`config.mk`:
```
export PLATFORM = sky130hd
export DESIGN_NAME = pc_sequencer
export DESIGN_NICKNAME = d
export VERILOG_FILES = /design/src/rtl/pc_sequencer_pkg.sv /design/src/rtl/pc_sequencer_ret_stack.sv /design/src/rtl/pc_sequencer.sv
export SDC_FILE = /design/constraint.sdc
export NUM_CORES = 1
export LEC_CHECK = 0
export BUFFER_PORTS_ARGS = -buffer_cell sky130_fd_sc_hd__clkbuf_2
export CORE_MARGIN = 2
export CORE_UTILIZATION = 45
export DETAILED_ROUTE_END_ITERATION = 7
export PLACE_DENSITY_LB_ADDON = 0.25
export SLEW_MARGIN = 15
export SYNTH_ARGS = -nofsm -noshare
export SYNTH_HDL_FRONTEND = slang
export SYNTH_SLANG_ARGS = --single-unit
```
`constraint.sdc`:
```
create_clock -name clk -period 3.2 [get_ports clk]
set_input_delay 0.64 -clock clk [delete_from_list [all_inputs] [get_ports clk]]
set_output_delay 0.64 -clock clk [all_outputs]
set_load 0.01 [all_outputs]
```
`src/rtl/pc_sequencer_pkg.sv`:
```
// Shared types for the program-counter sequencer: FSM states and the
// prioritised per-step action chosen from the decoded control flags.
package pc_sequencer_pkg;

    typedef enum logic [1:0] {
        ST_RUN   = 2'd0,
        ST_HALT  = 2'd1,
        ST_FAULT = 2'd2
    } seq_state_e;

    typedef enum logic [2:0] {
        ACT_HALT = 3'd0,
        ACT_RET  = 3'd1,
        ACT_CALL = 3'd2,
        ACT_JUMP = 3'd3,
        ACT_INC  = 3'd4
    } seq_action_e;

    // Priority encoder; cond_taken only matters for a conditional jump.
    function automatic seq_action_e select_action(
        input logic halt_req,
        input logic is_ret,
        input logic is_call,
        input logic is_branch,
        input logic cond_taken
    );
        if (halt_req)                    return ACT_HALT;
        else if (is_ret)                 return ACT_RET;
        else if (is_call)                return ACT_CALL;
        else if (is_branch && cond_taken) return ACT_JUMP;
        else                             return ACT_INC;
    endfunction

endpackage

```
`src/rtl/pc_sequencer_ret_stack.sv`:
```
// Return-address LIFO. Only the occupancy pointer is reset; entry contents
// are don't-care until written.
module pc_sequencer_ret_stack #(
    parameter int WIDTH = 8,
    parameter int DEPTH = 4
) (
    input  logic                       clk,
    input  logic                       rst,
    input  logic                       push_i,
    input  logic                       pop_i,
    input  logic [WIDTH-1:0]           data_i,
    output logic [WIDTH-1:0]           top_o,
    output logic [$clog2(DEPTH):0]     depth_o,
    output logic                       full_o,
    output logic                       empty_o
);
    localparam int AW = $clog2(DEPTH);
    localparam int DW = AW + 1;

    logic [WIDTH-1:0] mem_q [DEPTH];
    logic [DW-1:0]    ptr_q;
    logic [DW-1:0]    ptr_d;
    logic [DW-1:0]    top_ptr;
    logic [AW-1:0]    top_idx;

    assign full_o   = (ptr_q == DW'(DEPTH));
    assign empty_o  = (ptr_q == '0);
    assign depth_o  = ptr_q;
    assign top_ptr  = ptr_q - DW'(1);
    assign top_idx  = top_ptr[AW-1:0];
    assign top_o    = mem_q[top_idx];

    always_comb begin
        ptr_d = ptr_q;
        if (push_i && !full_o)
            ptr_d = ptr_q + DW'(1);
        else if (pop_i && !empty_o)
            ptr_d = ptr_q - DW'(1);
    end

    always_ff @(posedge clk or posedge rst) begin
        if (rst)
            ptr_q <= '0;
        else
            ptr_q <= ptr_d;
    end

    // Write lands on the push edge, so a pop on the very next step sees it.
    always_ff @(posedge clk) begin
        if (push_i && !full_o)
            mem_q[ptr_q[AW-1:0]] <= data_i;
    end

endmodule

```
`src/rtl/pc_sequencer.sv`:
```
// Next-PC selection (increment / jump / call / return) with a RUN-HALT-FAULT
// FSM; HALT and FAULT freeze all state until reset.
module pc_sequencer
    import pc_sequencer_pkg::*;
#(
    parameter int WIDTH = 8,
    parameter int STEP  = 1,
    parameter int DEPTH = 4
) (
    input  logic                   clk,
    input  logic                   rst,
    input  logic                   step_i,
    input  logic                   is_branch_i,
    input  logic                   cond_taken_i,
    input  logic                   is_call_i,
    input  logic                   is_ret_i,
    input  logic                   halt_req_i,
    input  logic [WIDTH-1:0]       target_i,
    output logic [WIDTH-1:0]       pc_o,
    output logic [$clog2(DEPTH):0] depth_o,
    output logic                   halted_o,
    output logic                   fault_o,
    output seq_state_e             dbg_state_o
);
    localparam logic [WIDTH-1:0] STEP_W = WIDTH'(STEP);

    seq_state_e       state_q, state_d;
    logic [WIDTH-1:0] pc_q, pc_d;
    logic [WIDTH-1:0] pc_inc;
    logic [WIDTH-1:0] stk_top;
    logic             stk_full, stk_empty;
    logic             push, pop;
    seq_action_e      action;

    assign pc_inc = pc_q + STEP_W;
    assign action = select_action(halt_req_i, is_ret_i, is_call_i,
                                  is_branch_i, cond_taken_i);

    pc_sequencer_ret_stack #(
        .WIDTH (WIDTH),
        .DEPTH (DEPTH)
    ) u_ret_stack (
        .clk     (clk),
        .rst     (rst),
        .push_i  (push),
        .pop_i   (pop),
        .data_i  (pc_inc),
        .top_o   (stk_top),
        .depth_o (depth_o),
        .full_o  (stk_full),
        .empty_o (stk_empty)
    );

    always_comb begin
        state_d = state_q;
        pc_d    = pc_q;
        push    = 1'b0;
        pop     = 1'b0;
        if (step_i && state_q == ST_RUN) begin
            case (action)
                ACT_HALT: state_d = ST_HALT;
                ACT_RET: begin
                    if (stk_empty) begin
                        state_d = ST_FAULT;
                    end else begin
                        pc_d = stk_top;
                        pop  = 1'b1;
                    end
                end
                ACT_CALL: begin
                    if (stk_full) begin
                        state_d = ST_FAULT;
                    end else begin
                        pc_d = target_i;
                        push = 1'b1;
                    end
                end
                ACT_JUMP: pc_d = target_i;
                default:  pc_d = pc_inc;
            endcase
        end
    end

    always_ff @(posedge clk or posedge rst) begin
        if (rst) begin
            state_q <= ST_RUN;
            pc_q    <= '0;
        end else begin
            state_q <= state_d;
            pc_q    <= pc_d;
        end
    end

    assign pc_o        = pc_q;
    assign halted_o    = (state_q == ST_HALT);
    assign fault_o     = (state_q == ST_FAULT);
    assign dbg_state_o = state_q;

endmodule

```
# Word level (Yosys, flattened, before mapping)
# Memories as Yosys holds them, arrays and structs flattened.
# Cells that the tools add are included.
# word_totals
out_inout_bits	15
word_cells	51
inputBits	16
ff_bits	13
mem_count	1
ram_bits	32
# op_classes
reduce_logical	13
bitwise	1
add_sub_neg	3
eq_ne	10
mux	20
# mem_list
name	words	word_bits	read_ports	rd_clocked_by_memory_dff	wr	line	rtl
u_ret_stack.mem_q	4	8	1	0	1	pc_sequencer_ret_stack.sv:20	logic [WIDTH-1:0] mem_q [DEPTH];
# ops
cell	count
8-bit case mux with 4 select lines	1
3-bit two-way mux	6
8-bit two-way mux	2
8-bit by 1-bit adder with 8-bit output (second input constant)	1
1-bit two-way mux	8
4-bit AND reduction	2
3-bit by 2-bit equality test with 1-bit output (second input constant)	2
3-bit logical NOT	2
2-bit case mux with 3 select lines	1
1-bit logical AND	4
2-bit two-way mux	2
2-bit by 1-bit inequality test with 1-bit output (second input constant)	2
2-bit inequality test (second input constant)	2
3-bit by 1-bit adder with 3-bit output (second input constant)	1
3-bit by 1-bit equality test with 1-bit output (second input constant)	1
3-bit equality test (second input constant)	1
3-bit nonzero test	1
3-bit by 1-bit subtractor with 3-bit output (second input constant)	1
2-bit by 1-bit equality test with 1-bit output (second input constant)	1
2-bit equality test (second input constant)	1
1-bit logical NOT	2
2-bit logical NOT	1
2-bit nonzero test	1
1-bit inverter	1

# Logic depth before layout (Yosys ltp)
# logic_depth
ltp_word	11
mapped_depth	8
depth_no_buf	6

# Modules after synthesis
# Synthesis repeated with hierarchy kept, for this count alone.
# hier_totals
hier_cells	158
area_unflattened_um2	2229.6
# modules_own_cells
module	cells_each	area_per_inst_um2	instances	seq_area_each_um2
pc_sequencer_ret_stack	74	1453.9	1	1036.0
pc_sequencer	84	775.7	1	250.2

# Worst setup path before layout
# Ideal clock, no wire load.
# synth_path
kind	register to register
startpoint	register u_ret_stack.ptr_q[0] (netlist: u_ret_stack.depth_o[0])
endpoint	memory u_ret_stack.mem_q[0][0] (enable)
setup_ns	0.383
required_time_ns	2.817
path_stages_with_launch	7
period_less_slack_ns	2.632
n_path_buf	1
arrival_ns	2.248
setup_slack_ns	0.568
path_cell_list	dfrtp_1 buf_2 inv_1 ha_1 a211oi_1 nand2_1 nor3_1
# synth_between
elab_chain_cells	7
elab_cells_between_ends	8
# synth_lines
item	line	rtl
start: declaration	pc_sequencer_ret_stack.sv:21	logic [DW-1:0] ptr_q;
start signal: assignment	pc_sequencer_ret_stack.sv:45	ptr_q <= ptr_d;
3-bit equality test	pc_sequencer_ret_stack.sv:26	assign full_o = (ptr_q == DW'(DEPTH));
1-bit two-way mux	pc_sequencer.sv:71	if (stk_full) begin
1-bit two-way mux	pc_sequencer.sv:60	case (action)
1-bit two-way mux	pc_sequencer.sv:59	if (step_i && state_q == ST_RUN) begin
1-bit logical AND	pc_sequencer_ret_stack.sv:50	if (push_i && !full_o)
1-bit two-way mux	pc_sequencer_ret_stack.sv:50	
1-bit two-way mux (not written as such)	pc_sequencer_ret_stack.sv:51	mem_q[ptr_q[AW-1:0]] <= data_i;
end: declaration	pc_sequencer_ret_stack.sv:20	
# Parallel ways exist; a longest one is shown, timed or not.

# Worst setup path in the final report
# layout_path
startpoint	register u_ret_stack.ptr_q[0] (netlist: u_ret_stack.depth_o[0])
endpoint	memory u_ret_stack.mem_q[2][3] (enable)
# Same word-level chain as after synthesis.

==> flow_summary_export.csv <==
group,metric,value,unit
sta,fmax,394,MHz
sta,setup-tns-final,0,ps
flow_run,drv_cap,0,
global_route,track_usage,0.180,
sta,tightest_slew,543,ps
clocking,clk_path_buf_depth,2,
sta,hold_ws,342,ps
sta,max-slew-margin-rel,0.637,
clocking,cts_hold_buffers,0,
synth,synth_nets,176,
floorplanning,core_area,4660,um^2
clocking,cts_max_level,2,
clocking,cts_made_buffers,5,
drt,wl,4450,um
global_route,grt_max_degree,17,
floorplanning,die_y,73.2,um
power_and_ir_drop,p_per_area,434,nW/um^2
synth,synth_cell_type_count,45,
setup_path,r2r-end,"u_ret_stack.mem_q[2][3]",
power_and_ir_drop,power_leakage,0.973,nW
setup_path,reg2reg_slack,660,ps
global_route,grt-ovfl-total,0,
setup_path,endpoint,"u_ret_stack.mem_q[2][3]",
setup_path,crit-reg2reg-launch,"u_ret_stack.depth_o[0]",
setup_path,startpoint_type,"flip-flop",
sta,finalHoldViolCount,0,
drt,viasPerCell,5.90,
clocking,cts_tree,"built",
sta,layout_setup_ws,660,ps
power_and_ir_drop,p_clk_frac,0.317,
synth,ys_warn_count,0,
min_path,min_path_type,"input pin to asynchronous set/reset pin",
setup_path,worstPathRequired,3140,ps
clocking,cts_resized,0,
synth,yosys_register_bits,45,
placement,place_area,2360,um^2
synth,synth_xor_area_frac,0.0285,
drt,wl_per_cell,18.2,um
run_status,outcome,"finished, final reports clean",
drt,vias,1440,
synth,ys_seq_area_frac,0.597,
setup_path,crit_start,"u_ret_stack.depth_o[0]",
sta,slew_violations,0,
drt,first_iter_violations,118,
sta,post-route-min-period,2540,ps
synth,synth_top_flop_cell,"edfxtp_1",
placement,hpwl,3270,um
synth,syn_avg_cell_area,14.0,um^2
setup_path,crit_path_end_kind,"flip-flop",
drt,drc_errors,0,
sta,worst_clock_skew,11.5,ps
setup_path,crit_fanout,12,
synth,yosys.area_share.adder,0.0348,
synth,synth_top_area_frac,0.446,
sta,period_share,0.794,
synth,yosysTopAreaCell,"edfxtp_1",
floorplanning,io_pins,31,
drt,dr.pass1.iters,4,
layout,syn2layout_area_growth,13.4,%
setup_path,reg2reg_depth,7,
synth,netlist_area,2150,um^2
setup_path,worstSetupPathType,"flip-flop to flip-flop",
placement,gp_congestion,0.790,
power_and_ir_drop,power_switching,239,uW
floorplanning,dieArea,5360,um^2
synth,synth_simple_gate_area_frac,0.0947,
power_and_ir_drop,switching_share,0.225,
floorplanning,num_rows,25,
clocking,clock_latency,290,ps
power_and_ir_drop,combPwrFrac,0.076,
clocking,cts_sinks,45,
placement,pre_cts_slack,689,ps
synth,synth.area.mux_share,0.0883,
global_route,antenna_found_initial,0,
synth,synth_cells,154,
synth,synth_compound_area_frac,0.125,
drt,antenna_left,0,
synth,synth.area.top_cells,"edfxtp_1 45%, dfrtp_1 15%, mux4_2 8.4%",
synth,async_reset_ff_frac,0.289,
clocking,post_cts_buffers,0,
power_and_ir_drop,p_seq_frac,0.607,
synth,synth_edf_count,32,
synth,yosys.cell_count.top_type,"edfxtp_1",
sta,setup_viol,0,
clocking,cts_root_buf,"clkbuf_8",
global_route,grt_pass1_wl,6990,um
synth,ys_top_cells_by_count,"32 x edfxtp_1, 13 x dfrtp_1, 10 x nor2_1",
setup_path,arrival,2480,ps
layout,fin_util,0.524,
sta,grt_setup_unrepaired,"no",
layout,fin_nets,211,
layout,diodes,0,
power_and_ir_drop,p_int,822,uW
placement,port_buffers,30,
floorplanning,start_util,0.462,
layout,drive_above_1_share,0.295,
power_and_ir_drop,ir_worst_vdd,0.325,mV
floorplanning,fp.dieW,73.2,um
layout,fin_area,2440,um^2
synth,synth_top_family_by_area,"compound AO/OA/AOI/OAI gates",
global_route,grt_pass1_vias,1447,
clocking,clkTransAtPathRegs,90,ps
routing by layer:
layer | track usage | routed length, um | up-vias
met3 | 0.0483 | 374 | 6
met1 | 0.223 | 1820 | 713
met2 | 0.298 | 2200 | 62
met5 | 0 | 0 | -
li1 | - | - | 659
met4 | 0.0741 | 54 | 0
logic make-up after synthesis:
logic type | Yosys count
AO/OA/AOI/OAI | 33
XOR/XNOR | 7
adder cells (fa/ha/maj) | 6
buffers and inverters | 14
flip-flops | 45
multiplexers | 9
AND/OR/NAND/NOR | 40
critical path: stages (launching register included):
cell and delay [ps]:
dfrtp_1 330, buf_4 220, inv_1 130, ha_1 300, a211oi_1 420, nand2_1 220
nor2_1 150, and2_1 410
final cells by class:
class,instances,area [um^2]
sequential,45,1290
clock buffer,8,80.1
tap,54,67.6
inverter,8,30.0
fill,420,2220
multi-input combinational,95,800
timing repair buffer,34,180
metrics by stage:
step | power [mW] | std cells
4_1_cts | 1.07 | 244
6_report | 1.06 | 244
2_1_floorplan | 0.702 | 154
3_3_place_gp | 0.736 | 236
5_1_grt | 1.10 | 244
3_5_place_dp | 0.738 | 236
power by group through the flow:
stage / Combinational [mW] / Clock [mW] / Sequential (mW)
6_report: 0.0808 / 0.337 / 0.644
5_1_grt: 0.0900 / 0.367 / 0.645
4_1_cts: 0.0819 / 0.344 / 0.644
3_5_place_dp: 0.0815 / 0 / 0.656
3_3_place_gp: 0.0800 / 0 / 0.656
2_1_floorplan: 0.0446 / 0 / 0.657
cell usage in the layout, fill, tap and decap left out, types with 2 or more instances in the layout:
cell / instances
a31oi_1: 3
a22oi_1: 5
nand2_1: 9
nor2_1: 10
nand3_1: 5
nor3_1: 2
mux4_2: 8
a21o_1: 2
clkbuf_1: 3
xor2_1: 2
clkbuf_8: 5
or2_2: 3
a31oi_2: 2
inv_1: 8
and2_1: 3
ha_1: 6
dfrtp_1: 13
o21ai_0: 3
xnor2_1: 5
nor2b_1: 2
buf_4: 4
clkbuf_2: 30
a21oi_1: 3
edfxtp_1: 32
o21a_1: 2
flip-flops by register name (all words and copies together), names as in the netlist:
name                 flops
pc_o                     8
dbg_state_o              2
u_ret_stack.mem_q       32
u_ret_stack.depth_o      3
how the worst min path moves through the flow:
stage	to	slack, ps	cells past startpoint
floorplan	dbg_state_o[0]	520	1
global placement	dbg_state_o[0]	530	1
detailed placement	dbg_state_o[0]	530	1
CTS	dbg_state_o[1]	370	2
global route	pc_o[0]	410	2
finish	dbg_state_o[1]	340	2
(Power assumes the default switching activity.)
